===== src/rtl/tank_pkg.sv =====
// tank_pkg: types and constants shared by the tank, the bullet controller and
// the grid helpers.
//   - DIR_*          : 2-bit facing/travel codes (UP, DOWN, LEFT, RIGHT)
//   - DIR_STAND      : 3-bit joystick "no move" code used by the tank input path
//   - GRID_X/Y_MAX   : default playfield limits (40x30 grid of 16-px tiles)
//   - bullet_state_e : bullet controller states
package tank_pkg;
  localparam logic [1:0] DIR_UP    = 2'd0;
  localparam logic [1:0] DIR_DOWN  = 2'd1;
  localparam logic [1:0] DIR_LEFT  = 2'd2;
  localparam logic [1:0] DIR_RIGHT = 2'd3;
  // Only meaningful on the 3-bit joystick path; a bullet always has a heading.
  localparam logic [2:0] DIR_STAND = 3'd4;

  localparam int GRID_X_MAX = 39;
  localparam int GRID_Y_MAX = 29;

  typedef enum logic [1:0] {
    IDLE     = 2'd0,
    FLYING   = 2'd1,
    COOLDOWN = 2'd2
  } bullet_state_e;
endpackage


===== src/rtl/tank_bullet_if.sv =====
// tank_bullet_if: groups the bullet controller's frame/fire/tank inputs and
// its bullet outputs.
//   slave  : the bullet controller (consumes tank/fire/hit, drives bullet_*)
//   master : the environment (tank block, Game logic, bench)
interface tank_bullet_if;
  logic       frame_tick;
  logic       fire;
  logic [5:0] tank_x;
  logic [5:0] tank_y;
  logic [1:0] tank_dir;
  logic       hit;
  logic       bullet_valid;
  logic [5:0] bullet_x;
  logic [5:0] bullet_y;
  logic [1:0] bullet_dir;
  logic       ready;

  modport slave (
    input  frame_tick, fire, tank_x, tank_y, tank_dir, hit,
    output bullet_valid, bullet_x, bullet_y, bullet_dir, ready
  );

  modport master (
    output frame_tick, fire, tank_x, tank_y, tank_dir, hit,
    input  bullet_valid, bullet_x, bullet_y, bullet_dir, ready
  );
endinterface


===== src/rtl/grid_step.sv =====
// grid_step: combinational one-cell move on the playfield grid.
//   x, y, dir : current cell and heading
//   nx, ny    : neighbour cell in dir (equals x,y when off_grid)
//   off_grid  : the neighbour would leave [0..X_MAX] x [0..Y_MAX]
// The bound test is done before the +/-1, so the 6-bit math never wraps.
module grid_step import tank_pkg::*; #(
  parameter int X_MAX = GRID_X_MAX,
  parameter int Y_MAX = GRID_Y_MAX
) (
  input  logic [5:0] x,
  input  logic [5:0] y,
  input  logic [1:0] dir,
  output logic [5:0] nx,
  output logic [5:0] ny,
  output logic       off_grid
);
  always_comb begin
    nx       = x;
    ny       = y;
    off_grid = 1'b0;
    case (dir)
      DIR_UP:    if (y == 6'd0)         off_grid = 1'b1; else ny = y - 6'd1;
      DIR_DOWN:  if (y >= 6'(Y_MAX))    off_grid = 1'b1; else ny = y + 6'd1;
      DIR_LEFT:  if (x == 6'd0)         off_grid = 1'b1; else nx = x - 6'd1;
      default:   if (x >= 6'(X_MAX))    off_grid = 1'b1; else nx = x + 6'd1;
    endcase
  end
endmodule


===== src/rtl/tank_bullet.sv =====
// tank_bullet: single-bullet controller downstream of the tank block.
//   clk, rst          : system clock, synchronous active-high reset
//   bif.frame_tick    : one-cycle frame strobe (paces spawn, flight, cooldown)
//   bif.fire          : fire request, pulse or level, latched until next tick
//   bif.tank_x/y/dir  : tank cell and facing, sampled only at spawn
//   bif.hit           : collision report from Game, honoured only in flight
//   bif.bullet_*      : registered bullet cell/heading/valid
//   bif.ready         : registered, high while a fire would be accepted
module tank_bullet import tank_pkg::*; #(
  parameter int X_MAX           = GRID_X_MAX,
  parameter int Y_MAX           = GRID_Y_MAX,
  parameter int STEP_FRAMES     = 2,
  parameter int COOLDOWN_FRAMES = 8
) (
  input  logic          clk,
  input  logic          rst,
  tank_bullet_if.slave  bif
);
  localparam int SCW = $clog2(STEP_FRAMES + 1);
  localparam int CDW = $clog2(COOLDOWN_FRAMES + 1);

  bullet_state_e  state_q, state_d;
  logic [SCW-1:0] step_cnt_q, step_cnt_d;
  logic [CDW-1:0] cd_cnt_q, cd_cnt_d;
  logic           fire_pending_q, fire_pending_d;
  logic           valid_q, valid_d;
  logic [5:0]     x_q, x_d, y_q, y_d;
  logic [1:0]     dir_q, dir_d;
  logic           ready_q, ready_d;

  logic [5:0] sp_x, sp_y, fl_x, fl_y;
  logic       sp_off, fl_off, pend;

  grid_step #(.X_MAX(X_MAX), .Y_MAX(Y_MAX)) u_spawn (
    .x(bif.tank_x), .y(bif.tank_y), .dir(bif.tank_dir),
    .nx(sp_x), .ny(sp_y), .off_grid(sp_off)
  );

  grid_step #(.X_MAX(X_MAX), .Y_MAX(Y_MAX)) u_fly (
    .x(x_q), .y(y_q), .dir(dir_q),
    .nx(fl_x), .ny(fl_y), .off_grid(fl_off)
  );

  always_comb begin
    state_d    = state_q;
    step_cnt_d = step_cnt_q;
    cd_cnt_d   = cd_cnt_q;
    valid_d    = valid_q;
    x_d        = x_q;
    y_d        = y_q;
    dir_d      = dir_q;
    // A fire in the tick cycle itself still counts for that tick; every tick
    // then clears the latch whether or not it was consumed.
    pend           = fire_pending_q | bif.fire;
    fire_pending_d = bif.frame_tick ? 1'b0 : pend;

    case (state_q)
      IDLE: begin
        if (bif.frame_tick && pend && !sp_off) begin
          x_d        = sp_x;
          y_d        = sp_y;
          dir_d      = bif.tank_dir;
          valid_d    = 1'b1;
          step_cnt_d = '0;
          state_d    = FLYING;
        end
      end
      FLYING: begin
        if (bif.hit) begin
          valid_d  = 1'b0;
          cd_cnt_d = CDW'(COOLDOWN_FRAMES);
          state_d  = COOLDOWN;
        end else if (bif.frame_tick) begin
          if (step_cnt_q == SCW'(STEP_FRAMES - 1)) begin
            step_cnt_d = '0;
            if (fl_off) begin
              // Retire at the edge; position keeps the last on-grid cell.
              valid_d  = 1'b0;
              cd_cnt_d = CDW'(COOLDOWN_FRAMES);
              state_d  = COOLDOWN;
            end else begin
              x_d = fl_x;
              y_d = fl_y;
            end
          end else begin
            step_cnt_d = step_cnt_q + SCW'(1);
          end
        end
      end
      COOLDOWN: begin
        if (bif.frame_tick) begin
          cd_cnt_d = cd_cnt_q - CDW'(1);
          if (cd_cnt_q == CDW'(1)) state_d = IDLE;
        end
      end
      default: state_d = IDLE;
    endcase

    ready_d = (state_d == IDLE);
  end

  always_ff @(posedge clk) begin
    if (rst) begin
      state_q        <= IDLE;
      step_cnt_q     <= '0;
      cd_cnt_q       <= '0;
      fire_pending_q <= 1'b0;
      valid_q        <= 1'b0;
      x_q            <= '0;
      y_q            <= '0;
      dir_q          <= '0;
      ready_q        <= 1'b1;
    end else begin
      state_q        <= state_d;
      step_cnt_q     <= step_cnt_d;
      cd_cnt_q       <= cd_cnt_d;
      fire_pending_q <= fire_pending_d;
      valid_q        <= valid_d;
      x_q            <= x_d;
      y_q            <= y_d;
      dir_q          <= dir_d;
      ready_q        <= ready_d;
    end
  end

  assign bif.bullet_valid = valid_q;
  assign bif.bullet_x     = x_q;
  assign bif.bullet_y     = y_q;
  assign bif.bullet_dir   = dir_q;
  assign bif.ready        = ready_q;
endmodule


===== src/flat_wrapper.sv =====
// flat-port wrapper written by rule: the top's interface ports become plain ports
module tank_bullet_flat import tank_pkg::*;
#(
  parameter int X_MAX           = GRID_X_MAX,
  parameter int Y_MAX           = GRID_Y_MAX,
  parameter int STEP_FRAMES     = 2,
  parameter int COOLDOWN_FRAMES = 8
)
  (clk, rst, bif_frame_tick, bif_fire, bif_tank_x, bif_tank_y, bif_tank_dir, bif_hit, bif_bullet_valid, bif_bullet_x, bif_bullet_y, bif_bullet_dir, bif_ready);
  tank_bullet_if bif_i ();
  input  logic clk;
  input  logic rst;
  input wire logic [$bits(bif_i.frame_tick)-1:0] bif_frame_tick;
  input wire logic [$bits(bif_i.fire)-1:0] bif_fire;
  input wire logic [$bits(bif_i.tank_x)-1:0] bif_tank_x;
  input wire logic [$bits(bif_i.tank_y)-1:0] bif_tank_y;
  input wire logic [$bits(bif_i.tank_dir)-1:0] bif_tank_dir;
  input wire logic [$bits(bif_i.hit)-1:0] bif_hit;
  output wire logic [$bits(bif_i.bullet_valid)-1:0] bif_bullet_valid;
  output wire logic [$bits(bif_i.bullet_x)-1:0] bif_bullet_x;
  output wire logic [$bits(bif_i.bullet_y)-1:0] bif_bullet_y;
  output wire logic [$bits(bif_i.bullet_dir)-1:0] bif_bullet_dir;
  output wire logic [$bits(bif_i.ready)-1:0] bif_ready;
  assign bif_i.frame_tick = bif_frame_tick;
  assign bif_i.fire = bif_fire;
  assign bif_i.tank_x = bif_tank_x;
  assign bif_i.tank_y = bif_tank_y;
  assign bif_i.tank_dir = bif_tank_dir;
  assign bif_i.hit = bif_hit;
  assign bif_bullet_valid = bif_i.bullet_valid;
  assign bif_bullet_x = bif_i.bullet_x;
  assign bif_bullet_y = bif_i.bullet_y;
  assign bif_bullet_dir = bif_i.bullet_dir;
  assign bif_ready = bif_i.ready;
  tank_bullet #(.X_MAX(X_MAX), .Y_MAX(Y_MAX), .STEP_FRAMES(STEP_FRAMES), .COOLDOWN_FRAMES(COOLDOWN_FRAMES)) u_core (.clk(clk), .rst(rst), .bif(bif_i));
endmodule

===== config.mk =====
export PLATFORM = sky130hd
export DESIGN_NAME = tank_bullet_flat
export DESIGN_NICKNAME = d
export VERILOG_FILES = /design/src/rtl/tank_pkg.sv /design/src/rtl/tank_bullet_if.sv /design/src/rtl/grid_step.sv /design/src/rtl/tank_bullet.sv /design/src/flat_wrapper.sv
export SDC_FILE = /design/constraint.sdc
export NUM_CORES = 1
export LEC_CHECK = 0
export ABC_CLOCK_PERIOD_IN_PS = 2500
export BUFFER_PORTS_ARGS = -buffer_cell sky130_fd_sc_hd__buf_2
export CAP_MARGIN = 10
export CELL_PAD_IN_SITES_DETAIL_PLACEMENT = 1
export CELL_PAD_IN_SITES_GLOBAL_PLACEMENT = 1
export CORE_UTILIZATION = 35
export CTS_CLUSTER_SIZE = 30
export DETAILED_ROUTE_END_ITERATION = 8
export GPL_TIMING_DRIVEN = 0
export PLACE_DENSITY_LB_ADDON = 0.1
export SLEW_MARGIN = 20
export SYNTH_ARGS = -nofsm -noshare
export SYNTH_HDL_FRONTEND = slang
export SYNTH_SLANG_ARGS = --single-unit
export TNS_END_PERCENT = 5

===== constraint.sdc =====
create_clock -name clk -period 2.5 [get_ports clk]
set_input_delay 0.25 -clock clk [delete_from_list [all_inputs] [get_ports clk]]
set_output_delay 0.25 -clock clk [all_outputs]
set_load 0.02 [all_outputs]

==> results of run 1 <==
==> sequential cells by signal, summed over array words and instances, names as in the netlist <==
| name | count |
|---|---|
| u_core.cd_cnt_q | 4 |
| u_core.bif.bullet_valid | 1 |
| u_core.bif.ready | 1 |
| u_core.step_cnt_q | 2 |
| u_core.bif.bullet_dir | 2 |
| u_core.bif.bullet_y | 6 |
| u_core.bif.bullet_x | 6 |
| u_core.fire_pending_q | 1 |
| u_core.state_q | 2 |
==> per-layer routing <==
| metal | share of wire | routed length [um] |
|---|---|---|
| met5 | 0 | 0 |
| met4 | 0.0023 | 19 |
| met3 | 0.020 | 158 |
| met2 | 0.48 | 3890 |
| met1 | 0.50 | 4030 |
==> critical path: stages (launching register included) <==
cell and delay [ps]:
sky130_fd_sc_hd__dfxtp_1 320, sky130_fd_sc_hd__buf_2 170, sky130_fd_sc_hd__nor4b_1 740, sky130_fd_sc_hd__o2111ai_2 380
sky130_fd_sc_hd__a21oi_4 330, sky130_fd_sc_hd__nor2_1 70, sky130_fd_sc_hd__a311oi_1 270
==> through the flow <==
step	setup WS (ps)	total power (W)
finish	114	0.00124
CTS	26.7	0.00125
floorplan	262	0.000829
global placement	26.5	0.000971
detailed placement	22.1	0.000982
global route	41.3	0.00133
==> layout make-up <==
cell class | instances | area (um^2)
plain buffers | 21 | 115
clock buffers | 3 | 41.3
clock inverters | 1 | 8.76
fillers | 886 | 4040
inverters | 16 | 60.1
multi-input cells | 272 | 1840
flip-flops and latches | 25 | 503
well taps | 96 | 120
repair buffers | 29 | 145
==> power breakdown <==
part	switching, W	internal [W]	leakage (nW)	total, W
sequential	0.0000434	0.000431	0.205	0.000474
combinational	0.000304	0.000196	0.939	0.000500
clock	0.000153	0.000117	0.0261	0.000271
==> how the worst min path moves through the flow <==
stage | from | end
4_1_cts | bif_frame_tick | u_core.fire_pending_q$_SDFF_PP0_
3_5_place_dp | u_core.step_cnt_q[1]$_SDFFE_PP0P_ | u_core.step_cnt_q[1]$_SDFFE_PP0P_
3_3_place_gp | u_core.step_cnt_q[1]$_SDFFE_PP0P_ | u_core.step_cnt_q[1]$_SDFFE_PP0P_
6_report | bif_frame_tick | u_core.fire_pending_q$_SDFF_PP0_
2_1_floorplan | bif_fire | u_core.fire_pending_q$_SDFF_PP0_
5_1_grt | bif_frame_tick | u_core.fire_pending_q$_SDFF_PP0_
==> cells in the final DEF (no fill, tap or decap), types with 5 or more instances in the layout <==
cell type,n
sky130_fd_sc_hd__nand2_1,23
sky130_fd_sc_hd__inv_1,16
sky130_fd_sc_hd__nand3b_1,6
sky130_fd_sc_hd__buf_2,35
sky130_fd_sc_hd__a21o_1,6
sky130_fd_sc_hd__xnor2_1,7
sky130_fd_sc_hd__nor2_1,32
sky130_fd_sc_hd__mux2i_1,5
sky130_fd_sc_hd__nand2b_1,9
sky130_fd_sc_hd__o21ai_0,22
sky130_fd_sc_hd__a211oi_1,7
sky130_fd_sc_hd__nor2b_1,5
sky130_fd_sc_hd__nor3b_1,8
sky130_fd_sc_hd__a21oi_1,30
sky130_fd_sc_hd__clkbuf_1,8
sky130_fd_sc_hd__dfxtp_1,23
sky130_fd_sc_hd__ha_1,15
sky130_fd_sc_hd__a31oi_1,8
sky130_fd_sc_hd__nand3_1,13
sky130_fd_sc_hd__nor3_1,6
==> kinds of logic (layout without fill, tap and decap cells) <==
group / count (synthesis) / after routing / share of synthesized area
compound gates: 109 / 109 / 0.303
xor+xnor: 10 / 10 / 0.0348
fa+ha+maj: 17 / 17 / 0.0904
buf+inv: 39 / 70 / 0.0725
flops: 25 / 25 / 0.199
mux: 6 / 6 / 0.0243
simple gates: 130 / 130 / 0.276
==> repair_timing <==
action                                  CTS  global route
resized for setup                         0             2
endpoints found under the setup margin    1             2
gates cloned                              0             0
==> out/summary.md, run 1 <==
The flow ran to the end, and the final reports show no timing, DRC or antenna violations. Counting along the longest clock path gives a buffer depth of 2. The setup fix buffers added after clock tree synthesis was 0; the total wire length after detailed routing was 8100 um.

The share of synthesized registers carrying an async set or reset was 0; the worst hold path cell count was 2. The sum of net half-perimeters after detailed placement is 6280 um. Ranked by total cell area, the synthesized netlist is headed by sky130_fd_sc_hd__dfxtp_1 20%, sky130_fd_sc_hd__ha_1 7.5%, sky130_fd_sc_hd__a21oi_1 6.0%. Critical path endpoint category: a flop. The number of placed instances, taps included, is 461. The total number of H-tree levels was 1; the share of layout cells above drive strength 1 was 0.158. The run gives 0.442 as the relative slew slack. Dividing the detail-routed via count by the number of cells gives 5.68. The final instance area came out at 2830 um^2.

The run gives 2780 um^2 as the total placed instance area. After the first detailed-routing iteration, the DRC count stood at 102. Most common cell in the synthesized netlist: sky130_fd_sc_hd__nor2_1. At the worst endpoint, the required time is 2690 ps.

Across the VDD grid, the largest voltage drop is 0.217 mV. The tree is rooted in a sky130_fd_sc_hd__clkbuf_8. The global routing stage identified its most utilized layer as met2. The number of hold-slack violations in the final timing report came out at 0. Summed over all instances, the cell type with the most area after synthesis is sky130_fd_sc_hd__dfxtp_1. The first detailed-routing pass ran for 4 iterations. Port buffering added 29 buffers. TritonCTS built the clock tree. The tools report the global-route wire length before repair as 13400 um. The class of the most critical hold timing path was in2reg.

Global routing finished with a remaining overflow of 0. Of all nets on the critical path, the largest fanout is 10. The fraction of synthesized cell area taken by the top area cell type was 0.199. The finished layout holds 463 standard cells, fillers aside. The setup TNS after final layout was 0 ps. For the final database, setup skew stands at 14.1 ps. The run gives 1.17 nW as the leakage power figure. The tools report the cell area after synthesis as 2520 um^2. From bottom edge to top edge, the die measures 86.8 um. Register clock-pin slew on the reported worst setup and hold paths: 110 ps. The clock net in this run drives a total of 25 sinks.

The end-of-flow core utilization was 0.412. Based on the critical path, the design can be clocked at up to 419 MHz. For the number of nets in the final layout, the log shows 404. Routability-driven placement finished with a final weighted congestion of 0.772.

For this run, design rule violations remaining after detail routing come to 0. Across the run, the number of max-cap violations was 0. In the synthesized netlist, the number of instances is 336. The run gives 0 as the initial antenna violation count. The logs give 372 for the synthesized netlist net count and 2631 for the via count. The floorplan step defined a core boundary enclosing 6870 um^2.

The predominant post-synthesis flop cell is sky130_fd_sc_hd__dfxtp_1. Global routing usage on met1: 0.305. The average wire length per cell after detail routing was 17.5 um; the number of buffers created by CTS was 3. For the pin with the worst max-slew slack, the measured transition is 816 ps. Layout overhead on the synthesized area: 12.3%. Met2 usage in global routing: 0.397. The logs give 0 for the count of pins over their slew limit and 0 for the total number of yosys warnings.

For the diode insertion count for antenna repair, the log shows 0. The end of the worst register-to-register path is u_core.bif.bullet_y[2]$_SDFFE_PP0P_. Critical register-to-register path startpoint: u_core.state_q[0]$_SDFF_PP0_. The post-route clock period utilization is 0.954, and the data arrival time of the critical path is 2580 ps.

The met3 track demand over resource was 0.0257; the via count of the first global-routing pass was 2654. The post-synthesis area per instance works out to 7.50 um^2. The run gives 64 as the number of distinct library cells after synthesis.

After synthesis, the most frequently instantiated cells are 32 x sky130_fd_sc_hd__nor2_1, 30 x sky130_fd_sc_hd__a21oi_1, 25 x sky130_fd_sc_hd__dfxtp_1. Dividing total power by cell area gives a power density of 440 nW/um^2. For this design, the CTS-stage hold fixing added 0 buffers.

From left edge to right edge, the die measures 86.8 um. By startpoint and endpoint, the worst setup path is classified as reg2reg. Setup repair after global routing left no endpoint under its margin.

For the initial cell density of the core, the log shows 0.367. The area of the die is 7540 um^2, and the number of flops mapped to enable cells by yosys is 0. The minimum clock period was 2390 ps. The critical path launch point was u_core.state_q[0]$_SDFF_PP0_.

The logs give 290 ps for the insertion delay of the later-clocked pin in the worst-skew pair and 30 for the number of standard-cell rows in the floorplan. The number of nets with antenna violations after routing was 0. The worst setup path is launched from a flop.

The run gives 0.226 as the overall fraction of global-route tracks in use. The last element of the critical path is u_core.bif.bullet_y[2]$_SDFFE_PP0P_. The cell depth of the worst flop-to-flop path came out at 6. The sequential element share of the synthesized area is 0.199, and the maximum number of pins on one net before global-route repair is 17. During I/O placement, the number of pins put on the boundary was 35. Setup violations remaining at the end of the flow were counted as 0.

The number of storage elements in the synthesis netlist is 25. The tightest hold path in the finished design has a slack of 251 ps. The tools report the worst setup slack for register-to-register paths as 110 ps.
Note: power is estimated with default switching activity, not from simulation.
==> run 2, diff against run 1 <==
--- a/config.mk
+++ b/config.mk
@@ -10,6 +10,7 @@
 export CAP_MARGIN = 10
 export CELL_PAD_IN_SITES_DETAIL_PLACEMENT = 1
 export CELL_PAD_IN_SITES_GLOBAL_PLACEMENT = 1
+export CORE_ASPECT_RATIO = 0.8
 export CORE_UTILIZATION = 35
 export CTS_CLUSTER_SIZE = 30
 export DETAILED_ROUTE_END_ITERATION = 8
==> out/summary.md, run 2 (synthesized netlist as in run 1, its figures left out) <==
The tools report the insertion delay of the later-clocked pin in the worst-skew pair as 290 ps (about the same). The most common library cell in the layout ignoring fill and taps was sky130_fd_sc_hd__buf_2. DRC violation count after routing: 0 (unchanged). TritonCTS built the clock tree. The tools report the setup-violating endpoint count in the final report as 0 (unchanged). For the area of the multi-input gates, the log shows 1840 um^2 (unchanged).

The diode insertion count for antenna repair was 0 (unchanged). The top cell types in the final layout, fill and taps aside, are 35 x sky130_fd_sc_hd__buf_2, 32 x sky130_fd_sc_hd__nor2_1, 30 x sky130_fd_sc_hd__a21oi_1. The tools report the worst setup slack for register-to-register paths as 290 ps (+180 ps).

The tools report the number of detailed-routing iterations run before antenna repair as 4 (unchanged). The logs give 8.83 ps (-5.24 ps) for the largest clock skew in the final design and 2667 (+0.49%) for the via count of the first global-routing pass. For the worst hold slack, the log shows 275 ps (+24.6 ps). Master cell of the clock root buffer: sky130_fd_sc_hd__clkbuf_8. Total wire length after detailed routing: 8110 um (about the same). Average wire length per cell after detail routing: 17.9 um (+2.1%).

The transition at the pin with the smallest max-transition slack is 835 ps (+19.6 ps), and the maximum number of pins on one net before global-route repair is 17 (unchanged). The sum of net half-perimeters after detailed placement is 6180 um (-1.5%), and the number of standard-cell rows in the floorplan is 27 (-10%). The setup TNS after final layout is 0 ps (unchanged). The worst hold path terminates at u_core.fire_pending_q$_SDFF_PP0_.

STA classifies the critical path startpoint as a flop. The run gives 0 (unchanged) as the setup fix buffers added after clock tree synthesis. The register clock-pin slew on the reported worst setup and hold paths was 110 ps (about the same); the total power after layout was 0.00124 W (-0.12%). The vertical die dimension is 77.9 um (-10%), and the placeable core region is 6930 um^2 (+0.82%).

The startpoint identified for the worst register-to-register timing path is u_core.state_q[0]$_SDFF_PP0_. The number of input and output port buffers inserted is 29 (unchanged), and the cell depth of the worst flop-to-flop path is 6 (unchanged). The logs give 503 um^2 (unchanged) for the register cell area after layout and 2 (unchanged) for the largest buffer count on any clock path. The detailed router's first-iteration violation count is 125 (+23%). The run gives 13800 um (+2.7%) as the global-route wire length before repair. The number of vias per cell after detailed routing was 5.83 (+2.7%); the post-route clock period utilization was 0.884 (-0.0707). The logs give 25 (unchanged) for the total clock sinks and 7540 um^2 (about the same) for the area of the die. Setup repair after global routing left no endpoint under its margin. The data arrival time of the critical path is 2400 ps (-180 ps), and the filler-free cell count of the finished design is 454 (-1.9%). The logs give 35 (unchanged) for the count of pins on the block boundary and 23.4 ps (+1.29 ps) for the post-place setup slack.

The critical path endpoint category was a flop. The tools report the leftover overflow at the end of global routing as 0 (unchanged). The count of pins over their slew limit was 0 (unchanged). The class of the most critical hold timing path is in2reg. The area growth from synthesis to layout is 11.9%. The tools report the overall fraction of global-route tracks in use as 0.225 (-0.000280). The setup path with the least slack is of type reg2reg. The count of placed standard cells including taps was 452 (-2.0%); the total power divided by cell area was 441 nW/um^2 (+0.28%). The end of the worst register-to-register path was u_core.bif.bullet_x[5]$_SDFFE_PP0P_. The maximum clock rate was 453 MHz (+8.0%); the worst hold path cell count was 2 (unchanged). The run gives 0 (unchanged) as the number of nets with antenna violations after routing. The initial cell density of the core is 0.364 (-0.00298). The number of nets in the final layout was 404 (unchanged); the minimum clock period was 2210 ps (-177 ps). The width of the chip was 96.8 um (+12%); the required time of the critical path was 2690 ps (about the same). The number of hold-slack violations in the final timing report came out at 0 (unchanged). The worst-case setup margin in the final layout came out at 291 ps (+177 ps). The final weighted congestion in routability-driven placement is 0.801 (+3.7%), and the total number of H-tree levels is 1 (unchanged). The max-cap violation count was 0 (unchanged); the relative slew slack was 0.429 (-0.0134).

The logs give 895 (+1.0%) for the number of filler cells placed in the layout and 2649 (+0.68%) for the via count. The startpoint identified for the worst hold timing path is bif_frame_tick. The flow ran to the end, and the final reports show no timing, DRC or antenna violations. The run gives 0 (unchanged) as the initial antenna violation count. Peak fanout along the critical path: 10 (unchanged).

The run gives 0.242 mV (+12%) as the worst vdd rail ir drop. The share of layout cells above drive strength 1 is 0.158 (unchanged). For the leakage power figure, the log shows 1.17 nW (unchanged). Number of buffers created by CTS: 3 (unchanged).
run 2: stage by stage:
| stage | util | cell area, um^2 |
|---|---|---|
| after floorplan | - | 2520 |
| after global placement | 0.400 | 2770 |
| after detailed placement | 0.400 | 2770 |
| after CTS | 0.407 | 2820 |
| after global routing | 0.407 | 2820 |
| final | 0.407 | 2820 |
run 2: per-layer routing:
metal	up-vias	routed length [um]	track usage
li1	1310	-	-
met1	1291	4190	0.319
met2	42	3630	0.370
met3	6	221	0.0315
met4	0	64	0.0313
met5	-	0	0
run 2: power breakdown:
group | switching, W | internal (W)
logic | 0.000299 | 0.000196
registers | 0.0000451 | 0.000431
clock network | 0.000156 | 0.000117
total | 0.000499 | 0.000744
run 2: final cells by class:
| cell class | count | share of cell area |
|---|---|---|
| Tap cell | 87 | 0.0386 |
| Clock inverter | 1 | 0.00311 |
| Clock buffer | 3 | 0.0147 |
| Sequential cell | 25 | 0.179 |
| Timing Repair Buffer | 29 | 0.0515 |
| Multi-Input combinational cell | 272 | 0.651 |
| Inverter | 16 | 0.0213 |
| Buffer | 21 | 0.0409 |
run 2: how the worst max path moves through the flow:
stage                                                     start                                   to  slack [ps]  cells past startpoint
after floorplan           u_core.bif.bullet_dir[0]$_SDFFE_PP0P_  u_core.bif.bullet_x[5]$_SDFFE_PP0P_         260                     10
after global placement    u_core.bif.bullet_dir[0]$_SDFFE_PP0P_  u_core.bif.bullet_x[5]$_SDFFE_PP0P_          50                     10
after detailed placement  u_core.bif.bullet_dir[0]$_SDFFE_PP0P_  u_core.bif.bullet_x[5]$_SDFFE_PP0P_          20                     10
after CTS                 u_core.bif.bullet_dir[1]$_SDFFE_PP0P_  u_core.bif.bullet_x[5]$_SDFFE_PP0P_          50                     10
after global routing      u_core.bif.bullet_dir[0]$_SDFFE_PP0P_  u_core.bif.bullet_x[5]$_SDFFE_PP0P_          50                      9
final                              u_core.state_q[0]$_SDFF_PP0_  u_core.bif.bullet_x[5]$_SDFFE_PP0P_         290                      6
run 2: repair_timing:
| action | CTS | global route |
|---|---|---|
| hold buffers | 0 | 0 |
| resized for setup | 0 | 2 |
| endpoints found under the setup margin | 1 | 4 |
run 2: critical path, cell delays in order, from the launching register on:
cell and delay, ps:
sky130_fd_sc_hd__dfxtp_1 320, sky130_fd_sc_hd__buf_2 170, sky130_fd_sc_hd__nor4b_1 600, sky130_fd_sc_hd__o2111a_2 430, sky130_fd_sc_hd__o22ai_2 130, sky130_fd_sc_hd__buf_6 160, sky130_fd_sc_hd__o41ai_2 300
